`src/rtl/radio_seq_pkg.sv`:
```
`default_nettype none
// ============================================================================
// Module      : radio_seq_pkg
// Description : Shared types and width helpers for the radio lane sequencer.
// Revision    : 1.0 - initial release
// ============================================================================
package radio_seq_pkg;

    localparam int c_state_w = 3;

    typedef enum logic [c_state_w-1:0] {
        ST_IDLE       = 3'd0,
        ST_WAIT_GRANT = 3'd1,
        ST_PLL_ON     = 3'd2,
        ST_GUARD      = 3'd3,
        ST_ACTIVE     = 3'd4,
        ST_SHUTDOWN   = 3'd5
    } lane_state_t;

    // Guard counter holds GUARD_CYCLES-1 down to 0.
    function automatic int calc_guard_w(input int guard_cycles);
        return (guard_cycles < 2) ? 1 : $clog2(guard_cycles);
    endfunction

    function automatic int calc_to_w(input int timeout_cycles);
        return (timeout_cycles < 1) ? 1 : $clog2(timeout_cycles + 1);
    endfunction

    function automatic int calc_ptr_w(input int n_lanes);
        return (n_lanes < 2) ? 1 : $clog2(n_lanes);
    endfunction

endpackage
`default_nettype wire

```
`src/rtl/radio_seq_ctrl_rr_slot_arbiter.sv`:
```
`default_nettype none
// ============================================================================
// Module      : rr_slot_arbiter
// Description : Round-robin single-slot arbiter; grants the first requester at
//               or after the pointer when the slot is free.
// Revision    : 1.0 - initial release
// ============================================================================
module rr_slot_arbiter
    import radio_seq_pkg::*;
#(
    parameter int N_REQ = 2
) (
    input  logic             clk,
    input  logic             rst,
    input  logic [N_REQ-1:0] i_req,
    input  logic             i_slot_free,
    output logic [N_REQ-1:0] o_grant
);

    localparam int c_ptr_w = calc_ptr_w(N_REQ);

    logic [c_ptr_w-1:0]   r_ptr;
    logic [c_ptr_w-1:0]   w_ptr_nxt;
    logic [N_REQ-1:0]     w_req_rot;
    logic [N_REQ-1:0]     w_gnt_rot;
    logic [2*N_REQ-1:0]   w_gnt_dbl;

    // Rotate so the pointer lane sits at bit 0, pick the lowest set bit, rotate back.
    assign w_req_rot = N_REQ'({i_req, i_req} >> r_ptr);
    assign w_gnt_rot = i_slot_free ? (w_req_rot & (~w_req_rot + 1'b1)) : '0;
    assign w_gnt_dbl = {w_gnt_rot, w_gnt_rot} << r_ptr;
    assign o_grant   = N_REQ'(w_gnt_dbl >> N_REQ);

    always_comb begin
        w_ptr_nxt = r_ptr;
        for (int j = 0; j < N_REQ; j++) begin
            if (o_grant[j]) begin
                w_ptr_nxt = c_ptr_w'((j + 1) % N_REQ);
            end
        end
    end

    always_ff @(posedge clk) begin
        if (rst) begin
            r_ptr <= '0;
        end else begin
            r_ptr <= w_ptr_nxt;
        end
    end

endmodule
`default_nettype wire

```
`src/rtl/radio_seq_ctrl.sv`:
```
`default_nettype none
// ============================================================================
// Module      : radio_seq_ctrl
// Description : Per-lane PLL/RX power sequencer sharing one startup slot.
//               Optional PLL_ON timeout enabled by RADIO_SEQ_TIMEOUT_EN.
// Revision    : 1.0 - initial release
// ============================================================================
module radio_seq_ctrl
    import radio_seq_pkg::*;
#(
    parameter int BIT_WIDTH      = 2,
    parameter int GUARD_CYCLES   = 4,
    parameter int TIMEOUT_CYCLES = 200
) (
    input  logic                 ck,
    input  logic                 arst,
    input  logic [BIT_WIDTH-1:0] rx_req,
    input  logic [BIT_WIDTH-1:0] pll_settled_sync,
    input  logic                 clear_err,
    output logic [BIT_WIDTH-1:0] pll_en,
    output logic [BIT_WIDTH-1:0] rx_en,
    output logic [BIT_WIDTH-1:0] ready,
    output logic                 slot_busy,
    output logic [BIT_WIDTH-1:0] err
);

    localparam int c_guard_w = calc_guard_w(GUARD_CYCLES);
`ifdef RADIO_SEQ_TIMEOUT_EN
    localparam int c_to_w = calc_to_w(TIMEOUT_CYCLES);
`else
    logic w_unused_timeout;
    assign w_unused_timeout = |TIMEOUT_CYCLES;
`endif

    logic [BIT_WIDTH-1:0] w_req;
    logic [BIT_WIDTH-1:0] w_grant;
    logic [BIT_WIDTH-1:0] w_hold;
    logic [BIT_WIDTH-1:0] w_hold_nxt;
    logic                 w_slot_free;

    // Slot is judged on pre-grant next state so a lane leaving PLL_ON/GUARD
    // hands the slot over on the same edge.
    assign w_slot_free = ~|w_hold_nxt;
    assign slot_busy   = |w_hold;
    assign ready       = rx_en;

    rr_slot_arbiter #(
        .N_REQ (BIT_WIDTH)
    ) u_arb (
        .clk         (ck),
        .rst         (arst),
        .i_req       (w_req),
        .i_slot_free (w_slot_free),
        .o_grant     (w_grant)
    );

    for (genvar i = 0; i < BIT_WIDTH; i++) begin : g_lane
        lane_state_t          r_state;
        lane_state_t          w_nxt_pre;
        lane_state_t          w_nxt;
        logic [c_guard_w-1:0] r_gcnt;
        logic [c_guard_w-1:0] w_gcnt_nxt;
        logic                 w_timeout;
        logic                 w_err_set;
        logic                 r_pll_en;
        logic                 r_rx_en;
        logic                 r_err;

`ifdef RADIO_SEQ_TIMEOUT_EN
        logic [c_to_w-1:0] r_tcnt;
        logic [c_to_w-1:0] w_tcnt_inc;

        assign w_tcnt_inc = r_tcnt + 1'b1;
        assign w_timeout  = (r_state == ST_PLL_ON) && (w_tcnt_inc == c_to_w'(TIMEOUT_CYCLES));

        always_ff @(posedge ck) begin
            if (arst) begin
                r_tcnt <= '0;
            end else if ((r_state == ST_PLL_ON) && (w_nxt == ST_PLL_ON)) begin
                r_tcnt <= w_tcnt_inc;
            end else begin
                r_tcnt <= '0;
            end
        end
`else
        assign w_timeout = 1'b0;
`endif

        always_comb begin
            w_nxt_pre  = r_state;
            w_gcnt_nxt = r_gcnt;
            w_err_set  = 1'b0;
            case (r_state)
                ST_IDLE: begin
                    if (rx_req[i]) w_nxt_pre = ST_WAIT_GRANT;
                end
                ST_WAIT_GRANT: begin
                    if (!rx_req[i]) w_nxt_pre = ST_IDLE;
                end
                ST_PLL_ON: begin
                    if (!rx_req[i]) begin
                        w_nxt_pre = ST_SHUTDOWN;
                    end else if (pll_settled_sync[i]) begin
                        w_nxt_pre  = ST_GUARD;
                        w_gcnt_nxt = c_guard_w'(GUARD_CYCLES - 1);
                    end else if (w_timeout) begin
                        w_nxt_pre = ST_SHUTDOWN;
                        w_err_set = 1'b1;
                    end
                end
                ST_GUARD: begin
                    if (!rx_req[i]) begin
                        w_nxt_pre = ST_SHUTDOWN;
                    end else if (!pll_settled_sync[i]) begin
                        w_nxt_pre = ST_PLL_ON;
                    end else if (r_gcnt == '0) begin
                        w_nxt_pre = ST_ACTIVE;
                    end else begin
                        w_gcnt_nxt = r_gcnt - 1'b1;
                    end
                end
                ST_ACTIVE: begin
                    if (!rx_req[i]) begin
                        w_nxt_pre = ST_SHUTDOWN;
                    end else if (!pll_settled_sync[i]) begin
                        w_nxt_pre = ST_SHUTDOWN;
                        w_err_set = 1'b1;
                    end
                end
                ST_SHUTDOWN: w_nxt_pre = ST_IDLE;
                default:     w_nxt_pre = ST_IDLE;
            endcase
        end

        assign w_nxt         = w_grant[i] ? ST_PLL_ON : w_nxt_pre;
        assign w_req[i]      = (r_state == ST_WAIT_GRANT) && rx_req[i];
        assign w_hold[i]     = (r_state == ST_PLL_ON) || (r_state == ST_GUARD);
        assign w_hold_nxt[i] = (w_nxt_pre == ST_PLL_ON) || (w_nxt_pre == ST_GUARD);

        always_ff @(posedge ck) begin
            if (arst) begin
                r_state  <= ST_IDLE;
                r_gcnt   <= '0;
                r_pll_en <= 1'b0;
                r_rx_en  <= 1'b0;
                r_err    <= 1'b0;
            end else begin
                r_state  <= w_nxt;
                r_gcnt   <= w_gcnt_nxt;
                r_pll_en <= (w_nxt == ST_PLL_ON) || (w_nxt == ST_GUARD) ||
                            (w_nxt == ST_ACTIVE) || (w_nxt == ST_SHUTDOWN);
                r_rx_en  <= (w_nxt == ST_ACTIVE);
                r_err    <= w_err_set | (r_err & ~clear_err);
            end
        end

        assign pll_en[i] = r_pll_en;
        assign rx_en[i]  = r_rx_en;
        assign err[i]    = r_err;
    end

endmodule
`default_nettype wire
```
`config.mk`:
```
export PLATFORM = sky130hd
export DESIGN_NAME = radio_seq_ctrl
export DESIGN_NICKNAME = d
export VERILOG_FILES = /design/src/rtl/radio_seq_pkg.sv /design/src/rtl/radio_seq_ctrl_rr_slot_arbiter.sv /design/src/rtl/radio_seq_ctrl.sv
export SDC_FILE = /design/constraint.sdc
export NUM_CORES = 1
export LEC_CHECK = 0
export CORE_MARGIN = 2
export CORE_UTILIZATION = 40
export CTS_CLUSTER_SIZE = 28
export DETAILED_ROUTE_END_ITERATION = 10
export PLACE_DENSITY = 0.69
export SKIP_LAST_GASP = 1
export SYNTH_ARGS = -nofsm -noshare
export SYNTH_HDL_FRONTEND = slang
export SYNTH_SLANG_ARGS = --single-unit
```
`constraint.sdc`:
```
create_clock -name ck -period 1.15 [get_ports ck]
set_input_delay 0.1725 -clock ck [delete_from_list [all_inputs] [get_ports ck]]
set_output_delay 0.1725 -clock ck [all_outputs]
set_load 0.05 [all_outputs]
```
==> summary.md <==
| Metric | Value |
|---|---|
| Status | `finished, violations left` |
| Failing checks | `negative setup slack` |
| Setup Skew | `0.007665 ns` |
| Sw frac | `32.30%` |
| Achievable Freq | `682.5 MHz` |
| Port Buf Inserts | `15` |
| Post-layout util | `75.08%` |
| Post-DR vias/cell | `5.953` |
| CP Launch Type | `flip-flop` |
| Slew Limit Fails | `0` |
| Clock latency on the worst-skew pair | `0.30 ns` |
| Top Ports | `16` |
| DR WL/cell | `18.40 um` |
| Die Wd | `53.17 um` |
| Iteration-0 DRC Markers | `12` |
| Die height | `53.17 um` |
| CP max FO | `5` |
| Post-synth top area cell | `dfxtp_1` |
| Psw | `0.4504 mW` |
| Clk pin slew, worst setup/hold paths | `0.12 ns` |
| Post-Synthesis Cells | `106` |
| R2R depth | `5` |
| Global Route Usage Sum | `22.51%` |
| Slew headroom | `67.06%` |
| Cell leakage power | `0.6297 nW` |
| CP arrival | `1.68 ns` |
| Share of layout cells above drive strength 1 | `61.81%` |
| Grt ovf | `0` |
| Critical path class | `reg -> reg` |
| R2R Setup Slk | `-0.32 ns` |
| RR Startpoint | `g_lane[0].r_state[1]` |
| Root buffer cell | `clkbuf_4` |
| Final WS setup | `-0.3151 ns` |
| Worst path buffer plus inverter count | `2` |
| Core area | `0.002255 mm2` |
| Crit path largest cell delay | `0.36 ns` |
| Maximum number of pins on one net before global-route repair | `11` |
| Final Hold Fails | `0` |
| GP Congestion | `0.8381` |
| Combinational cell fraction of total power | `28.7%` |
| Antenna diode count | `0` |
| Post-Route WL | `3.164 mm` |
| Post-Syn Nets | `115` |
| Finish-stage setup viols | `18` |
| Cell chain of the critical path | `buf_6 -> buf_6 -> nor3b_4 -> and3b_2 -> a2111oi_4` |
| Row cnt | `17` |
| P&R area growth vs syn | `75.03%` |
| Hold Path Depth | `2` |
| Power density cells | `823.7 mW/mm2` |
| Synth Cell Area | `967.2 um2` |
| CP most frequent cell | `buf_6` |
| Seq pwr share | `46.2%` |
| Die Area | `0.002827 mm2` |
| Slowest CP cell | `dfxtp_4` |
| Area contributors post-synth | `dfxtp_1 35%, buf_4 7.0%, a211oi_1 3.9%, a21oi_1 3.1%, and3b_1 2.7%` |
| Ys Warns | `0` |
| Worst EP required | `1.36 ns` |
| # DRC | `0` |
| DRT antenna net count | `0` |
| Hold Path Sink | `g_lane[1].r_err` |
| Internal power | `0.9440 mW` |
| Top delay family on crit path | `simple AND/OR/NAND/NOR gates` |
| Avg Cell Area, Syn | `9.124 um2` |
| TNS Setup | `-3.381 ns` |
| Max Root-Sink Buffers | `2` |
| Crit path time final | `1.465 ns` |
| Htree depth | `1` |
| Worst slew pin tran | `0.4942 ns` |
| Crit end category | `flip-flop` |
| Hold_sp | `g_lane[1].r_err` |
| First-pass GRT wire length | `4.519 mm` |
| Cts bufs inserted | `3` |
| Vias | `1024` |
| Hold WC Path Type | `reg -> reg` |
| VDD IR max | `780.6 uV` |
| CTS tree | `done` |
| # nets final | `154` |
| Sequential fraction of the synthesis area | `35.19%` |
| Final Cycle Share | `127.4%` |
| RSZ-0062 raised after global routing | `yes` |
| Max Cap Violations | `0` |
| Number of global-route vias before repair | `946` |
| First drt pass iteration count | `4` |
| Synth unique cells | `38` |
| Worst r2r dst | `g_lane[0].r_rx_en` |
| Fill count | `153` |
| Sink Count | `17` |
| Yosys top cell area share | `35.19%` |
| Clk network pwr share | `25.1%` |
| Starting Density | `42.90%` |
| Seq cells post-synth | `17` |
| Initial antenna violation count | `0` |
| HPWL Detailed | `1.726 mm` |
-- logic make-up after synthesis --
kind of cell	share of synthesized area, %
simple gates	25.62
compound gates	24.58
flops	35.19
mux	1.164
fa+ha+maj	2.587
buf+inv	10.87
-- state kept, by name, summed over array words and instances, names as in the netlist --
name,flops
g_lane.r_pll_en,2
u_arb.r_ptr,1
g_lane.r_state,6
g_lane.r_err,2
g_lane.r_rx_en,2
g_lane.r_gcnt,4
-- worst reg2reg max path, delay by kind of cell, from the launching register on --
kind / cells / cell delay [ns]
buffers and inverters: 2 / 0.23
AO/OA/AOI/OAI: 1 / 0.30
AND/OR/NAND/NOR: 2 / 0.47
flip-flops: 1 / 0.36
-- what timing repair did --
| item | CTS | global route |
|---|---|---|
| hold endpoints to repair | 0 | 0 |
| pin swaps | 14 | 8 |
| hold buffers | 0 | 0 |
| gates resized for setup | 31 | 18 |
| endpoints found under the setup margin | 16 | 18 |
| buffers inserted | 6 | 4 |
| cloned | 0 | 0 |
-- cell usage after synthesis, drive strengths merged --
cell and instances:
buf 12, dfxtp 17, a311oi 1, nand2 2, nand3b 1, a21oi 6
a221oi 2, and2b 1, nor2 6, and4 1, a211oi 5, nor3 4
a31oi 1, nand2b 1, a21o 2, and3b 3, o311a 2, a2111oi 1
and3 3, inv 6, or2 1, nor3b 2, and2 2, o2111a 2
nor2b 3, o41ai 2, nand4bb 2, a21boi 1, mux2 1, nand3 4
nand4b 1, ha 2, o21ai 5, a31o 1
-- area by class of cell --
| cell class | count | area [um2] | share of cell area, % |
|---|---|---|---|
| well taps | 28 | 35.03 | 2.069 |
| repair buffers | 46 | 503.0 | 29.71 |
| inverters | 6 | 22.52 | 1.330 |
| multi-input cells | 71 | 749.5 | 44.27 |
| clock buffers | 3 | 22.52 | 1.330 |
| clock inverters | 1 | 5.005 | 0.2956 |
| flip-flops and latches | 17 | 355.3 | 20.99 |
-- routing by layer --
layer	global-route usage, %	up-vias	part of all wire (%)
li1	-	474	-
met1	27.85	505	43
met2	38.75	33	49
met3	1.977	12	5.0
met4	11.11	0	3.6
met5	0	-	0
-- stage by stage --
step           area [um2]  power, mW  hold slack (ns)  setup slack [ns]  instances
2_1_floorplan        1022     0.8117           0.3499          -0.04023        106
3_3_place_gp         1374     0.9387           0.4911           -0.4189        159
3_5_place_dp         1374     0.9459           0.5210           -0.4859        159
4_1_cts              1575      1.323           0.5438           -0.2696        168
5_1_grt              1693      1.436           0.5633           -0.3575        172
6_report             1693      1.394           0.5394           -0.3151        172
-- worst max-delay path by stage --
stage,startpoint,endpoint,slack [ns],depth (start not counted)
finish,g_lane[0].r_state[1],g_lane[0].r_rx_en,-0.32,5
global route,g_lane[0].r_state[1],g_lane[0].r_rx_en,-0.36,5
CTS,g_lane[0].r_state[2],slot_busy,-0.27,3
detailed placement,rx_req[0],g_lane[0].r_state[0],-0.49,4
global placement,rx_req[0],g_lane[0].r_state[0],-0.42,4
floorplan,g_lane[1].r_gcnt[0],g_lane[0].r_state[0],-0.04,5
-- power by group through the flow --
stage          sequential (mW)  combinational [mW]  clock, mW
2_1_floorplan            0.647               0.164          0
3_3_place_gp             0.653               0.286          0
3_5_place_dp             0.655               0.291          0
4_1_cts                  0.642               0.346      0.335
5_1_grt                  0.647               0.421      0.368
6_report                 0.644               0.400      0.350
-- cell usage in the layout (no fill, tap or decap), drive strengths merged, types with 3 or more instances in the layout --
cell type | netlist | routed
buf | 12 | 40
dfxtp | 17 | 17
clkdlybuf4s50 | 0 | 6
a21oi | 6 | 6
nor2 | 6 | 6
inv | 6 | 6
a211oi | 5 | 5
o21ai | 5 | 5
nor3 | 4 | 4
nand3 | 4 | 4
clkbuf | 0 | 3
and3b | 3 | 3
nor2b | 3 | 3
and3 | 3 | 3
No activity file was read; power rests on OpenSTA's default activity.
